[src/rtl/apb_pkg.sv]
// Shared types and default widths for the APB requester and its wait-state timer.
package apb_pkg;

    localparam int unsigned APB_ADDR_W = 8;
    localparam int unsigned APB_DATA_W = 8;

    typedef enum logic [1:0] {
        IDLE   = 2'd0,
        SETUP  = 2'd1,
        ACCESS = 2'd2,
        RESP   = 2'd3
    } apb_mst_state_t;

    typedef struct packed {
        logic [APB_DATA_W-1:0] rdata;
        logic                  err;
        logic                  timeout;
    } apb_rsp_t;

endpackage

[src/rtl/apb_wait_timer.sv]
// Wait-state counter for the ACCESS phase; flags expiry once TIMEOUT-1 stalled cycles have passed.
module apb_wait_timer #(
    parameter int unsigned TIMEOUT = 16
) (
    input  logic i_clk,
    input  logic i_rst,
    input  logic i_clr,
    input  logic i_en,
    output logic o_expired
);

    localparam int unsigned CW = $clog2(TIMEOUT + 1);

    logic [CW-1:0] r_count;

    // Saturates at the expiry value so the count never wraps.
    always_ff @(posedge i_clk or posedge i_rst) begin
        if (i_rst) begin
            r_count <= '0;
        end else if (i_clr) begin
            r_count <= '0;
        end else if (i_en && !o_expired) begin
            r_count <= r_count + CW'(1);
        end
    end

    assign o_expired = (r_count == CW'(TIMEOUT - 1));

endmodule

[src/rtl/apb_master.sv]
// APB requester: one valid/ready command becomes one SETUP+ACCESS transfer with a held response.
module apb_master
    import apb_pkg::*;
#(
    parameter int unsigned ADDR_WIDTH = APB_ADDR_W,
    parameter int unsigned DATA_WIDTH = APB_DATA_W,
    parameter int unsigned TIMEOUT    = 16
) (
    input  logic                  PCLK,
    input  logic                  PRESET,
    input  logic                  cmd_valid,
    output logic                  cmd_ready,
    input  logic                  cmd_write,
    input  logic [ADDR_WIDTH-1:0] cmd_addr,
    input  logic [DATA_WIDTH-1:0] cmd_wdata,
    input  logic                  cmd_strb,
    output logic                  rsp_valid,
    input  logic                  rsp_ready,
    output logic [DATA_WIDTH-1:0] rsp_rdata,
    output logic                  rsp_err,
    output logic                  rsp_timeout,
    output logic                  PSEL,
    output logic                  PENABLE,
    output logic                  PWRITE,
    output logic                  PSTRB,
    output logic [ADDR_WIDTH-1:0] PADDR,
    output logic [DATA_WIDTH-1:0] PWDATA,
    input  logic [DATA_WIDTH-1:0] PRDATA,
    input  logic                  PREADY,
    input  logic                  PSLVERR
);

    apb_mst_state_t r_state, w_state_nxt;

    logic                  r_psel, r_penable, r_pwrite, r_pstrb;
    logic [ADDR_WIDTH-1:0] r_paddr;
    logic [DATA_WIDTH-1:0] r_pwdata;
    logic                  r_rsp_valid, r_rsp_err, r_rsp_timeout;
    logic [DATA_WIDTH-1:0] r_rsp_rdata;

    logic                  w_psel, w_penable, w_pwrite, w_pstrb;
    logic [ADDR_WIDTH-1:0] w_paddr;
    logic [DATA_WIDTH-1:0] w_pwdata;
    logic                  w_rsp_valid, w_rsp_err, w_rsp_timeout;
    logic [DATA_WIDTH-1:0] w_rsp_rdata;

    logic w_expired;
    logic w_tmr_clr;
    logic w_tmr_en;

    assign w_tmr_clr = (r_state == SETUP);
    assign w_tmr_en  = (r_state == ACCESS) && !PREADY;

    apb_wait_timer #(
        .TIMEOUT (TIMEOUT)
    ) u_wait_timer (
        .i_clk     (PCLK),
        .i_rst     (PRESET),
        .i_clr     (w_tmr_clr),
        .i_en      (w_tmr_en),
        .o_expired (w_expired)
    );

    // State and all APB/response outputs update together on the clock edge.
    always_ff @(posedge PCLK or posedge PRESET) begin
        if (PRESET) begin
            r_state       <= IDLE;
            r_psel        <= 1'b0;
            r_penable     <= 1'b0;
            r_pwrite      <= 1'b0;
            r_pstrb       <= 1'b0;
            r_paddr       <= '0;
            r_pwdata      <= '0;
            r_rsp_valid   <= 1'b0;
            r_rsp_err     <= 1'b0;
            r_rsp_timeout <= 1'b0;
            r_rsp_rdata   <= '0;
        end else begin
            r_state       <= w_state_nxt;
            r_psel        <= w_psel;
            r_penable     <= w_penable;
            r_pwrite      <= w_pwrite;
            r_pstrb       <= w_pstrb;
            r_paddr       <= w_paddr;
            r_pwdata      <= w_pwdata;
            r_rsp_valid   <= w_rsp_valid;
            r_rsp_err     <= w_rsp_err;
            r_rsp_timeout <= w_rsp_timeout;
            r_rsp_rdata   <= w_rsp_rdata;
        end
    end

    always_comb begin
        w_state_nxt = r_state;
        case (r_state)
            IDLE:    if (cmd_valid) w_state_nxt = SETUP;
            SETUP:   w_state_nxt = ACCESS;
            ACCESS:  if (PREADY || w_expired) w_state_nxt = RESP;
            RESP:    if (rsp_ready) w_state_nxt = IDLE;
            default: w_state_nxt = IDLE;
        endcase
    end

    // Next values of the registered outputs; everything holds unless a transition touches it.
    always_comb begin
        w_psel        = r_psel;
        w_penable     = r_penable;
        w_pwrite      = r_pwrite;
        w_pstrb       = r_pstrb;
        w_paddr       = r_paddr;
        w_pwdata      = r_pwdata;
        w_rsp_valid   = r_rsp_valid;
        w_rsp_err     = r_rsp_err;
        w_rsp_timeout = r_rsp_timeout;
        w_rsp_rdata   = r_rsp_rdata;
        case (r_state)
            IDLE: begin
                if (cmd_valid) begin
                    w_paddr   = cmd_addr;
                    w_pwdata  = cmd_wdata;
                    w_pwrite  = cmd_write;
                    w_pstrb   = cmd_strb & cmd_write;
                    w_psel    = 1'b1;
                    w_penable = 1'b0;
                end
            end
            SETUP: begin
                w_penable = 1'b1;
            end
            ACCESS: begin
                if (PREADY) begin
                    w_rsp_rdata   = r_pwrite ? '0 : PRDATA;
                    w_rsp_err     = PSLVERR;
                    w_rsp_timeout = 1'b0;
                    w_rsp_valid   = 1'b1;
                    w_psel        = 1'b0;
                    w_penable     = 1'b0;
                end else if (w_expired) begin
                    w_rsp_rdata   = '0;
                    w_rsp_err     = 1'b1;
                    w_rsp_timeout = 1'b1;
                    w_rsp_valid   = 1'b1;
                    w_psel        = 1'b0;
                    w_penable     = 1'b0;
                end
            end
            RESP: begin
                if (rsp_ready) w_rsp_valid = 1'b0;
            end
            default: ;
        endcase
    end

    assign cmd_ready   = (r_state == IDLE);
    assign PSEL        = r_psel;
    assign PENABLE     = r_penable;
    assign PWRITE      = r_pwrite;
    assign PSTRB       = r_pstrb;
    assign PADDR       = r_paddr;
    assign PWDATA      = r_pwdata;
    assign rsp_valid   = r_rsp_valid;
    assign rsp_err     = r_rsp_err;
    assign rsp_timeout = r_rsp_timeout;
    assign rsp_rdata   = r_rsp_rdata;

endmodule

[config.mk]
export PLATFORM = sky130hd
export DESIGN_NAME = apb_master
export DESIGN_NICKNAME = d
export VERILOG_FILES = /design/src/rtl/apb_pkg.sv /design/src/rtl/apb_wait_timer.sv /design/src/rtl/apb_master.sv
export SDC_FILE = /design/constraint.sdc
export NUM_CORES = 1
export LEC_CHECK = 0
export ABC_AREA = 1
export CAP_MARGIN = 20
export CORE_MARGIN = 2
export CORE_UTILIZATION = 45
export DETAILED_ROUTE_END_ITERATION = 10
export GPL_TIMING_DRIVEN = 0
export PLACE_DENSITY = 0.85
export REMOVE_ABC_BUFFERS = 1
export SLEW_MARGIN = 10
export SYNTH_ARGS = -nofsm -noshare
export SYNTH_HDL_FRONTEND = slang
export SYNTH_SLANG_ARGS = --single-unit
[constraint.sdc]
create_clock -name PCLK -period 4.05 [get_ports PCLK]
set_clock_uncertainty 0.2 [all_clocks]
set_input_delay 0.405 -clock PCLK [delete_from_list [all_inputs] [get_ports PCLK]]
set_output_delay 0.405 -clock PCLK [all_outputs]
set_load 0.005 [all_outputs]
==> out/metrics.yaml, run 1 <==
vias: 1434
post-dp-hpwl_um: 2470
grt_pass1_wl_um: 5750
yosysTopAreaCell: "dfrtp_1"
crit_path_max_fanout: 21
antenna_found_initial: 0
synth_area_leaders: "dfrtp_1 (56%), nand2_1 (20%), ha_1 (5.9%), o21ai_0 (3.9%), inv_1 (3.8%)"
netlist_instances: 198
track_usage_pct: 17.6
grt_max_degree: 39
avgRoutedWirePerCell_um: 11.0
setup.worst_path.start_class: "register"
synthMuxAreaShare_pct: 0
fp.dieW_um: 65.2
core_sq_um: 3630
vias_per_cell: 4.60
yosys.area_share.simple_pct: 25.5
top_usage_layer: "met2"
num_rows: 22
tightest_slew_ns: 0.761
cts_tree: "done"
synth-seq-area-share_pct: 56.4
fin_hold_ws_ns: 0.285
p_leak_nw: 1.20
peakVddDrop_mv: 0.392
drt-pass1-iter-count: 4
synth_area_per_cell_sq_um: 8.51
clk_path_buf_depth: 2
grt_use_met3_pct: 6.34
globalRouteOverflowTotal: 0
n_antenna_cell: 0
htree_levels: 2
finalCritPeriodShare_pct: 61.2
powerDensity_nw_per_um2: 687
worst_setup_path_end_kind: "register"
synth.distinct_cells: 20
worstSkewPairLatency_ns: 0.28
ant_nets: 0
cts_root_buf: "clkbuf_8"
cts-buffers-inserted: 5
io_buffers: 63
clk_pin_slew_worst_paths_ns: 0.07
rsz0062_at_grt: "no"
grt_pass1_vias: 1329
placed_cells: 305
yosysWarnings: 0
synth_top_family_by_area: "simple AND/OR/NAND/NOR gates"
synth_xor_area_share_pct: 0.520
synth_top_area_share_pct: 56.4
arrival_ns: 2.45
maxCapViolations: 0
routed_wl_um: 3430
max_clock_freq_mhz: 404
final_cells: 312
slew_headroom_pct: 49.2
dieArea_sq_um: 4250
met1_usage_pct: 20.9
cts_setup_buffers: 0
required_ns: 4.02
cts.repair.resized: 0
hp-class: "reg2reg"
path_class: "reg2reg"
hold_viol: 0
synth_compound_area_share_pct: 6.09
area_growth_syn_to_layout_pct: 46.2
drc: 0
r2r_slack_ns: 1.57
fin_tns_setup_ns: 0
min_period_ns: 2.48
netlist_area_sq_um: 1690
synth-seq-cells: 38
num_io_pins: 64
drtIter0Drc: 63
die_h_um: 65.2
final_nets: 304
start_util_pct: 46.4
finalSetupViolations: 0
yosys.area_share.adder_pct: 5.94
outcome: "finished, final reports clean"
gp_congestion: 0.781
drive_gt1_share_pct: 4.55
clkSinkCount: 38
cts_hold_buf: 0
maxSlewViolCount: 0
use_met2_pct: 28.4
flip-flops by register name, indices dropped and copies added (netlist names), 2 cells and up:
register	cells
PADDR	8
PWDATA	8
r_state	2
rsp_rdata	8
u_wait_timer.r_count	5
path summary, 6_finish.rpt:
check | start | endpoint | depth (start not counted)
setup / recovery | r_state[0] | PWRITE | 6
hold / removal | rsp_rdata[3] | rsp_rdata[3] | 2
setup reg to reg | r_state[0] | PWRITE | 6
hold reg to reg | rsp_rdata[3] | rsp_rdata[3] | 2
max in group asynchronous | PRESET | rsp_timeout | 2
min in group asynchronous | PRESET | rsp_rdata[6] | 2
metal layers:
layer  vias up  part of all wire [%]
met5         -                     0
met4         0                   1.3
met3         6                   8.5
met1       648                    44
li1        730                     -
met2        50                    46
final cells by class:
type	instances	area [sq um]
tap	48	60.1
clock inverter	1	30.0
inverter	18	67.6
clock buffer	6	82.6
sequential	38	951
fill	314	1170
timing repair buffer	63	631
multi-input combinational	138	642
cell families after synthesis:
group,count (synthesis)
adder cells (fa/ha/maj),8
AND/OR/NAND/NOR,110
AO/OA/AOI/OAI,19
buffers and inverters,22
flip-flops,38
XOR/XNOR,1
critical path, cell delays in order (launching register included):
cell and delay [ns]:
dfrtp_1 0.44, inv_1 0.11, ha_1 0.25, nand2_1 0.51, clkinv_1 0.60, nand2_1 0.18, nand2_1 0.06
power by group:
part / leakage (nW) / internal, W / switching (W)
clock: 0.0573 / 0.000197 / 0.000125
sequential: 0.484 / 0.000546 / 0.000101
combinational: 0.656 / 0.000406 / 0.000318
total: 1.20 / 0.00115 / 0.000544
cells in the final DEF, fill, tap and decap left out:
cell type	instances
a21oi_1	1
bufinv_16	1
clkbuf_8	6
clkdlybuf4s50_1	63
clkinv_1	1
dfrtp_1	38
ha_1	8
inv_1	16
inv_2	1
nand2_1	89
nand2_2	1
nand3_1	4
nor2_1	14
nor2_2	1
nor2_4	1
o21a_1	1
o21ai_0	13
o21ai_1	2
o21ai_2	1
o22ai_1	1
xor2_1	1
per-stage QoR:
| step | power [W] | setup slack (ns) | cell area, sq um | utilization (%) |
|---|---|---|---|---|
| after floorplan | 0.000969 | 2.06 | 1660 | - |
| final | 0.00169 | 1.57 | 2460 | 67.8 |
| after detailed placement | 0.00138 | 1.47 | 2350 | 64.7 |
| after global routing | 0.00183 | 1.28 | 2460 | 67.8 |
| after CTS | 0.00172 | 1.52 | 2460 | 67.8 |
| after global placement | 0.00136 | 1.46 | 2350 | 64.7 |
synth_stat cells:
library cell  number
a21oi_1            1
o21ai_1            2
inv_1             17
clkbuf_1           1
nand3_1            4
nand2_1           89
o21a_1             1
dfrtp_1           38
buf_2              2
nor2_2             1
nor2_1            14
nand2_2            1
clkinv_1           1
o22ai_1            1
xor2_1             1
buf_6              1
ha_1               8
nor2_4             1
o21ai_2            1
o21ai_0           13
No activity file was read; power rests on OpenSTA's default activity.
==> run 2: changes to the inputs <==
--- a/config.mk
+++ b/config.mk
@@ -8,10 +8,10 @@
 export ABC_AREA = 1
 export CAP_MARGIN = 20
 export CORE_MARGIN = 2
-export CORE_UTILIZATION = 45
+export CORE_UTILIZATION = 39
 export DETAILED_ROUTE_END_ITERATION = 10
 export GPL_TIMING_DRIVEN = 0
-export PLACE_DENSITY = 0.85
+export PLACE_DENSITY = 0.78
 export REMOVE_ABC_BUFFERS = 1
 export SLEW_MARGIN = 10
 export SYNTH_ARGS = -nofsm -noshare
==> constraint.sdc (replaced) <==
create_clock -name PCLK -period 2.21 [get_ports PCLK]
set_clock_uncertainty 0.2 [all_clocks]
set_input_delay 0.221 -clock PCLK [delete_from_list [all_inputs] [get_ports PCLK]]
set_output_delay 0.221 -clock PCLK [all_outputs]
set_load 0.005 [all_outputs]
==> run 2 against run 1 <==
Non-clock buffer count unchanged. Global-route usage decreased by 2.1 points. Cell area fell by 0.30%. Setup slack worse by 1.4 ns. Worst hold slack lost 0.086 ns. Highest routed layer unchanged.
==> out/metrics.yaml, run 2 (synthesized netlist as in run 1, its figures left out) <==
outcome: "finished, final reports clean"
maxCapViolations: 0  # unchanged
vias: 1436  # +0.14%
grt_max_degree: 39  # unchanged
grt_pass1_wl_um: 6100  # +6.1%
tightest_slew_ns: 0.772  # +0.0110 ns
powerDensity_nw_per_um2: 1220  # +78%
htree_levels: 2  # unchanged
drt-pass1-iter-count: 4  # unchanged
r2r_start: "r_state[0]"
hp-class: "in2async"
peakVddDrop_mv: 0.572  # +46%
crit_path_max_fanout: 5  # -76%
hold_viol: 0  # unchanged
clkSinkCount: 38  # unchanged
cts_hold_buf: 0  # unchanged
grt_pass1_vias: 1401  # +5.4%
cts_tree: "done"
required_ns: 1.79  # -2.23 ns
final_util_pct: 60.1  # -7.7 points
arrival_ns: 1.60  # -0.85 ns
cts_root_buf: "clkbuf_8"
slew_headroom_pct: 48.5  # -0.74 points
finalSetupViolations: 0  # unchanged
max_clock_freq_mhz: 495
drc: 0  # unchanged
min_period_ns: 2.02
gp_congestion: 0.779  # -0.24%
vias_per_cell: 4.56  # -0.81%
worstSkewPairLatency_ns: 0.28  # about the same
core_sq_um: 4090  # +12%
dieArea_sq_um: 4860  # +14%
start_util_pct: 41.2  # -5.1 points
drive_gt1_share_pct: 5.28  # +0.74 points
p_leak_nw: 1.19  # -0.34%
mostFrequentLayoutCells: "nand2_1 (88), clkdlybuf4s50_1 (63), dfrtp_1 (38)"
num_rows: 23  # +4.5%
setup.worst_path.start_class: "register"
r2r_slack_ns: 0.24  # -1.33 ns
finalCritPeriodShare_pct: 91.5
routed_wl_um: 3530  # +3.0%
globalRouteOverflowTotal: 0  # unchanged
worstReg2RegEnd: "PWDATA[4]"
io_buffers: 63  # unchanged
area_growth_syn_to_layout_pct: 45.7
avgRoutedWirePerCell_um: 11.2  # +2.0%
fin_total_pwr_w: 0.00301  # +78%
path_class: "reg2out"
track_usage_pct: 15.5  # -2.1 points
worst_setup_path_end_kind: "output pin"
rsz0062_at_grt: "no"
ant_nets: 0  # unchanged
cp-endpoint: "cmd_ready"
rr_worst_depth: 6  # unchanged
clk_pin_slew_worst_paths_ns: 0.07  # about the same
maxSlewViolCount: 0  # unchanged
antenna_found_initial: 0  # unchanged
n_antenna_cell: 0  # unchanged
cts-buffers-inserted: 5  # unchanged
drtIter0Drc: 55  # -13%
post-dp-hpwl_um: 2490  # +0.61%
crit_path_start: "r_state[0]"
clk_path_buf_depth: 2  # unchanged
fp.dieW_um: 69.7  # +7.0%
final_nets: 304  # unchanged
die_h_um: 69.7  # +7.0%
num_io_pins: 64  # unchanged
layout_commonest_cell: "nand2_1"
run 2: changes by cell type in the layout (fill, tap and decap cells not counted):
cell,change
nand2_2,+1
clkinv_1,-1
clkinv_2,+2
o21ai_2,-1
o21ai_4,+1
nand2_1,-1
bufinv_16,-1
clkbuf_1,+1
run 2: layout make-up:
class                   count  area, sq um
fillers                   381         1630
flip-flops and latches     38          951
multi-input cells         138          652
repair buffers             63          631
clock buffers               7         86.3
inverters                  18         68.8
well taps                  50         62.6
clock inverters             1         5.00
run 2: timing repair:
item                       in CTS  in global routing
setup endpoints to repair      17                  5
resized for setup               2                  1
gates cloned                    0                  0
buffers inserted                0                  0
run 2: power breakdown:
part	internal [W]	switching, W	leakage [nW]
Combinational	0.000749	0.000600	0.661
Sequential	0.00100	0.000183	0.484
Clock	0.000251	0.000223	0.0482
run 2: through the flow:
step,cell area (sq um),std cells,TNS (ns),hold slack (ns),setup WS (ns)
floorplan,1660,194,0,0.131,0.224
global placement,2350,307,-5.64,0.261,-0.342
detailed placement,2350,307,-5.33,0.267,-0.340
CTS,2450,315,0,0.224,0.0620
global route,2460,315,0,0.271,0.0988
finish,2460,315,0,0.198,0.189
run 2: critical path, stage by stage, from the launching register on:
cell and delay (ns):
dfrtp_1 0.43, inv_1 0.12, ha_1 0.24, clkdlybuf4s50_1 0.53
run 2: per-layer routing:
layer	wire (um)	global-route usage (%)
met5	0	0
met4	25	5.13
met3	262	4.51
met2	1650	26.4
met1	1590	19.0
run 2: worst min path at each step:
stage	cells past startpoint	end	from
floorplan	2	PADDR[0]	cmd_addr[0]
finish	2	PSTRB	PRESET
global placement	2	PWDATA[7]	PWDATA[7]
detailed placement	2	PADDR[3]	PADDR[3]
global route	3	PADDR[7]	cmd_addr[7]
CTS	2	PWDATA[0]	PRESET
